<file path="config.mk">
export PLATFORM = sky130hd
export DESIGN_NAME = pmod_acl2_stream_assembler
export DESIGN_NICKNAME = d
export VERILOG_FILES = /design/src/rtl/pmod_acl2_stream_assembler.sv
export SDC_FILE = /design/constraint.sdc
export NUM_CORES = 1
export LEC_CHECK = 0
export CAP_MARGIN = 10
export CORE_MARGIN = 2
export CORE_UTILIZATION = 40
export CTS_CLUSTER_DIAMETER = 100
export DETAILED_ROUTE_END_ITERATION = 6
export PLACE_DENSITY = 0.57
export SKIP_CTS_REPAIR_TIMING = 1
export SLEW_MARGIN = 10
export SYNTH_ARGS = -nofsm -noshare
export SYNTH_HDL_FRONTEND = slang
export SYNTH_SLANG_ARGS = --single-unit
</file>
<file path="constraint.sdc">
create_clock -name i_clk_20mhz -period 3.8 [get_ports i_clk_20mhz]
set_clock_uncertainty 0.15 [all_clocks]
set_input_delay 0.57 -clock i_clk_20mhz [delete_from_list [all_inputs] [get_ports i_clk_20mhz]]
set_output_delay 0.57 -clock i_clk_20mhz [all_outputs]
set_load 0.005 [all_outputs]
</file>
<file path="src/rtl/pmod_acl2_stream_assembler.sv">
// rtl/pmod_acl2_stream_assembler.sv - byte stream to N-byte group assembler with show-ahead FIFO
// Optional error counters: define ACL_STREAM_ERR_COUNTERS_EN to implement them.
module pmod_acl2_stream_assembler #(
  parameter int parm_bytes_per_group = 8,
  parameter int parm_msb_first       = 1,
  parameter int parm_fifo_depth_bits = 2,
  parameter int parm_timeout_cycles  = 4096
) (
  input  logic                                i_clk_20mhz,
  input  logic                                i_rst_20mhz,
  input  logic [7:0]                          i_rd_data_stream,
  input  logic                                i_rd_data_byte_valid,
  input  logic                                i_rd_data_group_valid,
  output logic [8*parm_bytes_per_group-1:0]   o_data_group,
  output logic                                o_data_valid,
  input  logic                                i_data_ready,
  output logic [parm_fifo_depth_bits:0]       o_fifo_count,
  output logic                                o_busy,
  output logic [7:0]                          o_cnt_short,
  output logic [7:0]                          o_cnt_timeout,
  output logic [7:0]                          o_cnt_overflow
);

  localparam int LP_W     = 8 * parm_bytes_per_group;
  localparam int LP_DEPTH = 1 << parm_fifo_depth_bits;
  localparam int LP_CW    = parm_fifo_depth_bits + 1;
  localparam int LP_JW    = $clog2(parm_bytes_per_group + 1);
  localparam int LP_TW    = $clog2(parm_timeout_cycles) + 1;

  typedef enum logic [1:0] {
    ST_WAIT_GROUP = 2'd0,
    ST_CAPTURE    = 2'd1,
    ST_DONE_CYCLE = 2'd2,
    ST_DISCARD    = 2'd3
  } state_t;

  state_t                       r_state;
  state_t                       w_state_next;
  logic [LP_JW-1:0]             r_j;
  logic [LP_JW-1:0]             w_j_next;
  logic [LP_W-1:0]              r_asm;
  logic [LP_W-1:0]              w_byte_ext;
  logic [LP_TW-1:0]             r_timer;
  logic                         w_push;
  logic                         w_pop;
  logic                         w_full;
  logic                         w_accept;
  logic [LP_W-1:0]              r_mem [LP_DEPTH];
  logic [parm_fifo_depth_bits-1:0] r_wr_ptr;
  logic [parm_fifo_depth_bits-1:0] r_rd_ptr;
  logic [LP_CW-1:0]             r_count;

  // Byte count including a byte arriving this cycle, so a group completed on the falling edge counts as good
  always_comb begin
    w_j_next = r_j;
    if (r_state == ST_CAPTURE && i_rd_data_byte_valid) w_j_next = r_j + LP_JW'(1);
    w_byte_ext      = '0;
    w_byte_ext[7:0] = i_rd_data_stream;
  end

  // State register
  always_ff @(posedge i_clk_20mhz or posedge i_rst_20mhz) begin
    if (i_rst_20mhz) r_state <= ST_WAIT_GROUP;
    else             r_state <= w_state_next;
  end

  // Next-state logic; short beats completion beats timeout
  always_comb begin
    w_state_next = r_state;
    w_push       = 1'b0;
    case (r_state)
      ST_WAIT_GROUP: if (i_rd_data_group_valid) w_state_next = ST_CAPTURE;
      ST_CAPTURE: begin
        if (!i_rd_data_group_valid && w_j_next < LP_JW'(parm_bytes_per_group))
          w_state_next = ST_WAIT_GROUP;
        else if (w_j_next == LP_JW'(parm_bytes_per_group))
          w_state_next = ST_DONE_CYCLE;
        else if (r_timer == LP_TW'(parm_timeout_cycles))
          w_state_next = ST_DISCARD;
      end
      ST_DONE_CYCLE: if (!i_rd_data_group_valid) begin
        w_push       = 1'b1;
        w_state_next = ST_WAIT_GROUP;
      end
      ST_DISCARD: if (!i_rd_data_group_valid) w_state_next = ST_WAIT_GROUP;
      default: w_state_next = ST_WAIT_GROUP;
    endcase
  end

  // Assembly register, byte counter and inter-byte idle timer
  always_ff @(posedge i_clk_20mhz or posedge i_rst_20mhz) begin
    if (i_rst_20mhz) begin
      r_j     <= '0;
      r_asm   <= '0;
      r_timer <= '0;
    end else if (r_state == ST_WAIT_GROUP) begin
      r_j     <= '0;
      r_asm   <= '0;
      r_timer <= '0;
    end else if (r_state == ST_CAPTURE) begin
      r_j <= w_j_next;
      if (i_rd_data_byte_valid) begin
        r_timer <= '0;
        if (parm_msb_first != 0) begin
          r_asm <= (r_asm << 8) | w_byte_ext;
        end else begin
          for (int k = 0; k < parm_bytes_per_group; k++)
            if (r_j == LP_JW'(k)) r_asm[8*k +: 8] <= i_rd_data_stream;
        end
      end else begin
        r_timer <= r_timer + LP_TW'(1);
      end
    end else begin
      r_timer <= '0;
    end
  end

  assign w_pop    = (r_count != '0) && i_data_ready;
  assign w_full   = (r_count == LP_CW'(LP_DEPTH));
  assign w_accept = w_push && (!w_full || w_pop);

  // FIFO storage; contents are only meaningful where the pointers say so
  always_ff @(posedge i_clk_20mhz) begin
    if (w_accept) r_mem[r_wr_ptr] <= r_asm;
  end

  // FIFO pointers and occupancy
  always_ff @(posedge i_clk_20mhz or posedge i_rst_20mhz) begin
    if (i_rst_20mhz) begin
      r_wr_ptr <= '0;
      r_rd_ptr <= '0;
      r_count  <= '0;
    end else begin
      if (w_accept) r_wr_ptr <= r_wr_ptr + 1'b1;
      if (w_pop)    r_rd_ptr <= r_rd_ptr + 1'b1;
      case ({w_accept, w_pop})
        2'b10:   r_count <= r_count + LP_CW'(1);
        2'b01:   r_count <= r_count - LP_CW'(1);
        default: r_count <= r_count;
      endcase
    end
  end

  assign o_data_valid = (r_count != '0);
  assign o_data_group = o_data_valid ? r_mem[r_rd_ptr] : '0;
  assign o_fifo_count = r_count;
  assign o_busy       = (r_state != ST_WAIT_GROUP);

`ifdef ACL_STREAM_ERR_COUNTERS_EN
  logic       w_short;
  logic       w_timeout;
  logic       w_overflow;
  logic [7:0] r_cnt_short;
  logic [7:0] r_cnt_timeout;
  logic [7:0] r_cnt_overflow;

  assign w_short    = (r_state == ST_CAPTURE) && (w_state_next == ST_WAIT_GROUP);
  assign w_timeout  = (r_state == ST_CAPTURE) && (w_state_next == ST_DISCARD);
  assign w_overflow = w_push && w_full && !w_pop;

  // Saturating error counters, cleared only by reset
  always_ff @(posedge i_clk_20mhz or posedge i_rst_20mhz) begin
    if (i_rst_20mhz) begin
      r_cnt_short    <= 8'h00;
      r_cnt_timeout  <= 8'h00;
      r_cnt_overflow <= 8'h00;
    end else begin
      if (w_short && r_cnt_short != 8'hFF)       r_cnt_short    <= r_cnt_short + 8'd1;
      if (w_timeout && r_cnt_timeout != 8'hFF)   r_cnt_timeout  <= r_cnt_timeout + 8'd1;
      if (w_overflow && r_cnt_overflow != 8'hFF) r_cnt_overflow <= r_cnt_overflow + 8'd1;
    end
  end

  assign o_cnt_short    = r_cnt_short;
  assign o_cnt_timeout  = r_cnt_timeout;
  assign o_cnt_overflow = r_cnt_overflow;
`else
  assign o_cnt_short    = 8'h00;
  assign o_cnt_timeout  = 8'h00;
  assign o_cnt_overflow = 8'h00;
`endif

endmodule

</file>
# Word level (Yosys, flattened, before mapping)
# Memory sizes are Yosys's and may differ from the RTL's.
# Cells that the tools add are included.
[classes]
add_sub_neg = 6
mul = 0
div = 0
order_cmp = 1
eq_ne = 11
shifts = 0
muxes = 21
bitwise_logic = 1
reduce_logical = 16
[ops]
columns = ["operator", "count"]
rows = [
  ["64-bit two-way mux", 4],
  ["64-bit by 8-bit OR with 64-bit output", 1],
  ["13-bit two-way mux", 3],
  ["13-bit by 1-bit adder with 13-bit output, second input constant", 1],
  ["13-bit equality test, second input constant", 1],
  ["4-bit two-way mux", 3],
  ["2-bit two-way mux", 5],
  ["2-bit nonzero test", 4],
  ["2-bit equality test, second input constant", 3],
  ["2-bit case mux with 3 select lines", 1],
  ["3-bit case mux with 2 select lines", 1],
  ["2-bit by 1-bit adder with 2-bit output, second input constant", 2],
  ["4-bit by 1-bit adder with 4-bit output, second input constant", 1],
  ["2-bit by 1-bit equality test with 1-bit output, second input constant", 2],
  ["4-bit equality test, second input constant", 1],
  ["1-bit logical AND", 4],
  ["4-bit < comparator, second input constant", 1],
  ["1-bit two-way mux", 4],
  ["2-bit != test, second input constant", 2],
  ["4-bit by 1-bit != test with 1-bit output, second input constant", 1],
  ["3-bit by 1-bit adder with 3-bit output, second input constant", 1],
  ["3-bit equality test, second input constant", 1],
  ["3-bit AND reduction", 1],
  ["3-bit nonzero test", 1],
  ["other kinds (6)", 7],
]
[word_totals]
ff_bits = 90
latchBits = 0
ram_bits = 256
romBits = 0
inputBits = 13
out_inout_bits = 93
wordCells = 64
memories = 1
[memory_table]
columns = ["memory", "depth", "width", "rd", "rd_ports_with_merged_regs", "wr", "line_no", "text"]
rows = [
  ["r_mem", 4, 64, 1, 0, 1, "48", "logic [LP_W-1:0] r_mem [LP_DEPTH];"],
]

# Logic depth before layout (Yosys ltp)
# Gate-level depths: netlist of run 1.
[depth]
ltp_word = 7
depth_mapped = 10
depth_no_buf = 9

# Worst setup path before layout of run 1
# No wires, ideal clock.
[synth_path]
kind = "reg2reg"
from = "register r_state[1]"
to = "memory r_mem[0][0] (netlist name) (enable)"
setup_time_ps = 429
t_arrival_ps = 2641
required_ps = 3221
setup_slack_ps = 581
path_stages_with_launch = 5
path_buffers = 1
period_less_slack_ps = 3219
path_cell_list = "dfrtp_1 > buf_4 > inv_1 > nor4_2 > and2_1"
[synth_between]
elab_chain_cells = 5
[synth_rtl]
columns = ["item", "line_no", "text"]
rows = [
  ["start: declaration", "37", "state_t r_state;"],
  ["start signal: assignment", "64", "else r_state <= w_state_next;"],
  ["2-bit equality test", "71", "case (r_state)"],
  ["1-bit two-way mux", "71", ""],
  ["1-bit logical AND", "120", "assign w_accept = w_push && (!w_full || w_pop);"],
  ["1-bit two-way mux", "124", "if (w_accept) r_mem[r_wr_ptr] <= r_asm;"],
  ["1-bit two-way mux (implied by the code)", "124", ""],
  ["end: declaration", "48", ""],
]
# No other way between the ends.

# Worst setup path after layout of run 1
[layout_path]
from = "register r_rd_ptr[0]"
to = "output o_data_group[26]"
[layout_between]
elab_chain_cells = 2
[layout_rtl]
columns = ["item", "line_no", "text"]
rows = [
  ["start: declaration", "50", "logic [parm_fifo_depth_bits-1:0] r_rd_ptr;"],
  ["start signal: assignment", "135", "if (w_pop) r_rd_ptr <= r_rd_ptr + 1'b1;"],
  ["memory 4 x 64 bit", "n/a", ""],
  ["64-bit two-way mux", "145", "assign o_data_group = o_data_valid ? r_mem[r_rd_ptr] : '0;"],
  ["end: declaration", "14", "output logic [8*parm_bytes_per_group-1:0] o_data_group,"],
]
# No other way between the ends.

==> summary.txt, run 1 <==
WP buf/inv: 2
status: complete, no violations
YS warnings: 0
Worst Hold Launch: r_j[3]$_DFFE_PP0P_
via-per-instance ratio: 5.18
Area contributors post-synth: edfxtp_1 (57%), dfrtp_1 (17%), mux4_2 (11%), a22o_1 (4.3%), and2_1 (3.2%)
Die Y-Extent: 187 um
Hold Path Class: reg -> reg
post-route ant nets: 0
CTS tree: done
cell count along the critical path: 4
largest net degree at the start of global routing: 67
H-Tree Depth: 2
Fmax achieved: 293 MHz
CP top delay family: buffers and inverters
vias in the first global route: 7069
Setup Slack @ Placement: 0.688 ns
Layout Nets: 829
setup tns final: 0 ns
fill count: 2800
routed len/inst: 20.6 um
Cells after Synth: 713
Crit. End Element: output port
area leader, netlist: edfxtp_1
grt ovf: 0
maximum fanout along the worst path: 29
sequential area share after synthesis: 74.0%
DRT Pass-1 Iters: 5
DRC violations left: 0
CP peak stage delay: 0.66 ns
Yosys top cell area share: 57.2%
worst-margin pin slew: 0.987 ns
Worst VDD drop: 0.000244 V
CP Launch Type: flip-flop
CTS Buf Count: 35
Async S/R FF share, synth: 26.0%
Worst R2R Start: o_fifo_count[1]$_DFFE_PP0P_
grt met2 use: 26.1%
routed wire length: 26400 um
Leak: 0.00612 uW
Max stage delay cell, worst path: dfrtp_4
GR peak layer: met2
Final setup viols: 0
Avg Cell Area, Syn: 18.8 um2
met3 Use GR: 2.83%
clk sinks: 346
min cycle time layout: 3.41 ns
Synth Flop Type: edfxtp_1
met1 usage: 20.6%
post-detail-place hpwl: 15100 um
Post-synth EDFFs: 256
Area Growth Syn to Fin: 18.8%
starting density of the core: 40.4%
gpl congestion: 0.680
RSZ-0062 raised after global routing: no
worst hold path depth: 2
post-synthesis cell type count: 37
cells on worst reg2reg path: 8
Total GRT Usage: 15.4%
post-synthesis register bit count: 346
crit path DAT: 2.69 ns
placed cell count: 1218
Post-Layout Cell Count: 1282
row count: 67
n_diodes: 0
WP data required: 3.08 ns
DRT iter0 DRCs: 460
PnR worst setup slack: 0.390 ns
Tot Pwr: 9200 uW
share of layout cells above drive strength 1: 17.3%
final hold violations: 0
PwrDens: 576 mW/mm2
synthesized area: 0.0134 mm2
Final Cycle Share: 89.7%
CTS Buffer Depth: 3
Core Region: 0.0333 mm2
die width: 187 um
I/O Pins: 106
Max Cap Violations: 0
CP Class: reg -> out
Root Driver: clkbuf_16
Worst-path clk slew: 0.06 ns
I/O Buffers: 81
Via Count: 6638
antenna violations before repair: 0
worst-skew pair later-pin latency: 0.52 ns
Slew headroom: 34.2%
Die Area: 0.0351 mm2
CP cell instances: buf_12 > mux4_2 > and2_1 > clkdlybuf4s50_1
global-route wire length before repair: 41800 um
max-slew violations: 0
CP startpoint: r_rd_ptr[0]$_DFFE_PP0P_
-- worst register-to-register path: stages, from the launching register on --
cell	delay [ns]
dfrtp_1	0.41
or3_2	0.93
and2_1	0.42
ha_1	0.24
inv_1	0.07
fa_1	0.17
xor2_1	0.15
nor2_1	0.07
xor2_1	0.14
-- cell families (layout without fill, tap and decap cells) --
group	after synthesis	count (layout)	share of synthesized area (%)
buffers and inverters	75	173	2.93
xor gates and xnor gates	19	19	1.24
DFF	346	346	74.0
muxes	66	66	10.9
AOI/OAI and AO/OA	76	76	4.83
and+or+nand+nor	121	121	5.21
adders and majority gates	9	9	0.894
other	1	24	0.0279
-- synth_stat cells, types with 2 or more instances --
| cell type | instances |
|---|---|
| edfxtp_1 | 256 |
| dfrtp_1 | 90 |
| and2_1 | 69 |
| a22o_1 | 66 |
| mux4_2 | 64 |
| buf_4 | 27 |
| clkbuf_1 | 19 |
| nor2_1 | 15 |
| inv_1 | 14 |
| nand2_1 | 13 |
| xor2_1 | 12 |
| buf_2 | 8 |
| ha_1 | 8 |
| and3_1 | 7 |
| buf_1 | 7 |
| xnor2_1 | 7 |
| nand3_1 | 5 |
| nor4b_1 | 3 |
| mux2i_1 | 2 |
| o211ai_1 | 2 |
| o21ai_0 | 2 |
| o31ai_1 | 2 |
-- where the power goes --
part	internal, uW	switching, uW	total (uW)
registers	4080	152	4230
clock network	2070	1370	3440
logic	874	658	1530
-- cell type report --
class	instances	area (um2)	area share [%]
Clock inverter	15	165	1.04
Clock buffer	49	1010	6.33
Sequential cell	346	9940	62.3
Tap cell	448	561	3.51
Inverter	14	55.1	0.345
Timing Repair Buffer	95	1020	6.37
Multi-Input combinational cell	315	3210	20.1
-- flip-flops by register name, summed over array words and instances (netlist names) --
| name | cells |
|---|---|
| r_mem | 256 |
| r_state | 2 |
| r_j | 4 |
| r_asm | 64 |
| o_fifo_count | 3 |
| r_wr_ptr | 2 |
| r_timer | 13 |
| r_rd_ptr | 2 |
-- routing by layer --
| metal | vias to the layer above | wire [um] |
|---|---|---|
| met4 | 0 | 430 |
| met2 | 199 | 13300 |
| met5 | - | 0 |
| met1 | 3482 | 11300 |
| met3 | 36 | 1290 |
| li1 | 2921 | - |
-- through the flow --
stage / area, um2 / utilization, % / hold slack, ns
2_1_floorplan: 13500 / - / 0.311
6_report: 16000 / 47.9 / 0.353
5_1_grt: 16000 / 47.9 / 0.389
3_5_place_dp: 14800 / 44.4 / 0.336
4_1_cts: 16000 / 47.9 / 0.351
3_3_place_gp: 14800 / 44.4 / 0.334
-- layout by cell type (no fill, tap or decap), drive strengths merged, types with 10 or more instances in the layout --
master	instances
edfxtp	256
dfrtp	90
clkdlybuf4s50	81
and2	69
a22o	66
mux4	64
clkbuf	49
conb	24
nor2	15
inv	15
buf	14
nand2	13
xor2	12
clkinv	10
-- final timing paths --
path	endpoint	slack, ns
max in group asynchronous	r_asm[33]$_DFFE_PP0P_	2.38
min	r_j[3]$_DFFE_PP0P_	0.35
min reg2reg	r_j[3]$_DFFE_PP0P_	0.35
min in group asynchronous	r_asm[11]$_DFFE_PP0P_	0.42
max	o_data_group[26]	0.39
max reg2reg	o_fifo_count[2]$_DFFE_PP0P_	0.94
(Power assumes the default switching activity.)
==> run 2, diff against run 1 <==
- CTS_BUF_LIST: not set -> sky130_fd_sc_hd__clkbuf_2
==> run 2 against run 1 <==
  * Global-route usage increased by 0.32 points
  * Largest cell class unchanged
  * Worst hold slack got worse by 0.28 ns
  * Clock-buffer cell count increased by 81
  * Register-to-register slack about the same
  * Combinational power increased by 7%
  * Die area unchanged
  * Sequential power about the same
  * Sequential share of layout area increased by 1.2 points
  * Via count increased by 4.3%
  * Final cell count increased by 8.1%
  * Worst setup slack got worse by 0.18 ns
==> summary.txt, run 2 (same netlist as run 1, synthesis figures left out) <==
status: complete, no violations
CP peak stage delay: 0.57 ns (-0.09 ns)
Area Growth Syn to Fin: 16.6%
Tot Pwr: 8280 uW (-10%)
Crit. End Element: output port
I/O Buffers: 81 (unchanged)
WP buf/inv: 2 (unchanged)
Core Region: 0.0333 mm2 (unchanged)
Final Cycle Share: 94.5% (+4.8 points)
Final setup viols: 0 (unchanged)
die width: 187 um (unchanged)
crit path DAT: 2.87 ns (+0.18 ns)
vias in the first global route: 7470 (+5.7%)
Post-Layout Cell Count: 1386 (+8.1%)
routed len/inst: 19.5 um (-5.3%)
antenna violations before repair: 1 (+1)
flop2flop setup slack: 0.93 ns (about the same)
CP Launch Type: flip-flop
CTS tree: done
DRC violations left: 0 (unchanged)
CP Class: reg -> out
Total GRT Usage: 15.7% (+0.32 points)
final hold violations: 0 (unchanged)
Worst-path clk slew: 0.10 ns (+0.04 ns)
routed wire length: 27000 um (+2.4%)
clk sinks: 346 (unchanged)
largest net degree at the start of global routing: 67 (unchanged)
max reg flops: 256 (unchanged)
max-slew violations: 0 (unchanged)
setup tns final: 0 ns (unchanged)
Die Y-Extent: 187 um (unchanged)
WP data required: 3.08 ns (about the same)
placed cell count: 1218 (unchanged)
fill count: 2915 (+4.1%)
Fmax achieved: 278 MHz (-5.1%)
Slew headroom: 42.0% (+7.8 points)
via-per-instance ratio: 5.00 (-3.5%)
post-route ant nets: 0 (unchanged)
row count: 67 (unchanged)
Largest regs: r_mem (256), r_asm (64), r_timer (13)
Max Cap Violations: 0 (unchanged)
Root Driver: clkbuf_2
commonest cells after routing, fill and taps aside: edfxtp_1 (256), clkbuf_2 (130), dfrtp_1 (88), clkdlybuf4s50_1 (81), a22o_1 (66)
Via Count: 6924 (+4.3%)
min cycle time layout: 3.59 ns (+0.182 ns)
grt ovf: 0 (unchanged)
area of the multi-input gates: 0.00321 mm2 (+0.12%)
H-Tree Depth: 3 (+1)
DRT Pass-1 Iters: 5 (unchanged)
PwrDens: 528 mW/mm2 (-8.3%)
share of layout cells above drive strength 1: 25.2% (+7.9 points)
worst-skew pair later-pin latency: 0.89 ns (+0.37 ns)
CP cell instances: buf_12 > mux4_2 > and2_1 > clkdlybuf4s50_1
register area: 0.00995 mm2 (about the same)
global-route wire length before repair: 42600 um (+2.0%)
CP top delay family: buffers and inverters
Max stage delay cell, worst path: mux4_2
Worst VDD drop: 0.000244 V (-0.29%)
design area: 0.0157 mm2 (-1.8%)
CTS Buf Count: 85 (+140%)
Placed Area: 0.0148 mm2 (unchanged)
largest reg by FF count: r_mem
CTS Buffer Depth: 3 (unchanged)
Hold Path Class: in -> async
gpl congestion: 0.680 (unchanged)
starting density of the core: 40.4% (unchanged)
maximum fanout along the worst path: 29 (unchanged)
RSZ-0062 raised after global routing: no
Leak: 0.00619 uW (+1.2%)
I/O Pins: 106 (unchanged)
commonest non-fill, non-tap cell in the layout: edfxtp_1
post-detail-place hpwl: 15100 um (unchanged)
worst-margin pin slew: 0.870 ns (-0.117 ns)
Die Area: 0.0351 mm2 (unchanged)
DRT iter0 DRCs: 476 (+3.5%)
Layout Nets: 888 (+7.1%)
run 2: changes by cell type in the layout (fill, tap and decap cells not counted), sizes merged:
cell / before / now
clkbuf: 49 / 130
clkinv: 10 / 24
buf: 14 / 23
bufinv: 3 / 1
clkinvlp: 1 / 2
diode: 0 / 1
run 2: worst paths after layout:
check                                        start                endpoint  cells past startpoint
setup / recovery           r_rd_ptr[0]$_DFFE_PP0P_        o_data_group[26]                      4
hold / removal                         i_rst_20mhz      r_j[1]$_DFFE_PP0P_                      2
setup reg to reg            r_state[1]$_DFFE_PP0P_  r_mem[1][32]$_DFFE_PP_                      4
hold reg to reg              r_asm[62]$_DFFE_PP0P_  r_mem[3][62]$_DFFE_PP_                      0
max in group asynchronous              i_rst_20mhz   r_asm[34]$_DFFE_PP0P_                      3
min in group i_clk_20mhz       i_rd_data_stream[1]    r_asm[1]$_DFFE_PP0P_                      2
run 2: layer usage:
metal	global-route usage (%)	up-vias	share of wire (%)
met1	20.3	3576	43
met5	0	-	0
met4	4.67	0	1.3
li1	-	3103	-
met2	26.4	211	50
met3	4.05	34	5.4
run 2: per-stage QoR:
| stage | hold WS [ns] | setup WS, ns | util, % |
|---|---|---|---|
| after global routing | 0.0273 | 0.0371 | 47.1 |
| after global placement | 0.334 | 0.788 | 44.4 |
| after floorplan | 0.311 | 0.581 | - |
| after detailed placement | 0.336 | 0.688 | 44.4 |
| final | 0.0706 | 0.208 | 47.1 |
| after CTS | -0.000802 | -0.147 | 46.8 |
run 2: report_power, final:
part	internal, uW	switching [uW]
clock	991	1450
sequential	4070	125
combinational	934	700
total	6000	2280
run 2: layout make-up:
type,instances,area share [%]
Sequential cell,346,63.5
Multi-Input combinational cell,315,20.5
Timing Repair Buffer,104,6.92
Antenna cell,1,0.0160
Inverter,14,0.351
Tap cell,448,3.58
Clock inverter,28,0.998
Clock buffer,130,4.15
run 2: worst register-to-register path: stages, from the launching register on:
cell and delay, ns:
dfrtp_1 0.51, inv_1 0.22, nor4_2 0.70, and2_4 0.54
buf_4 0.36
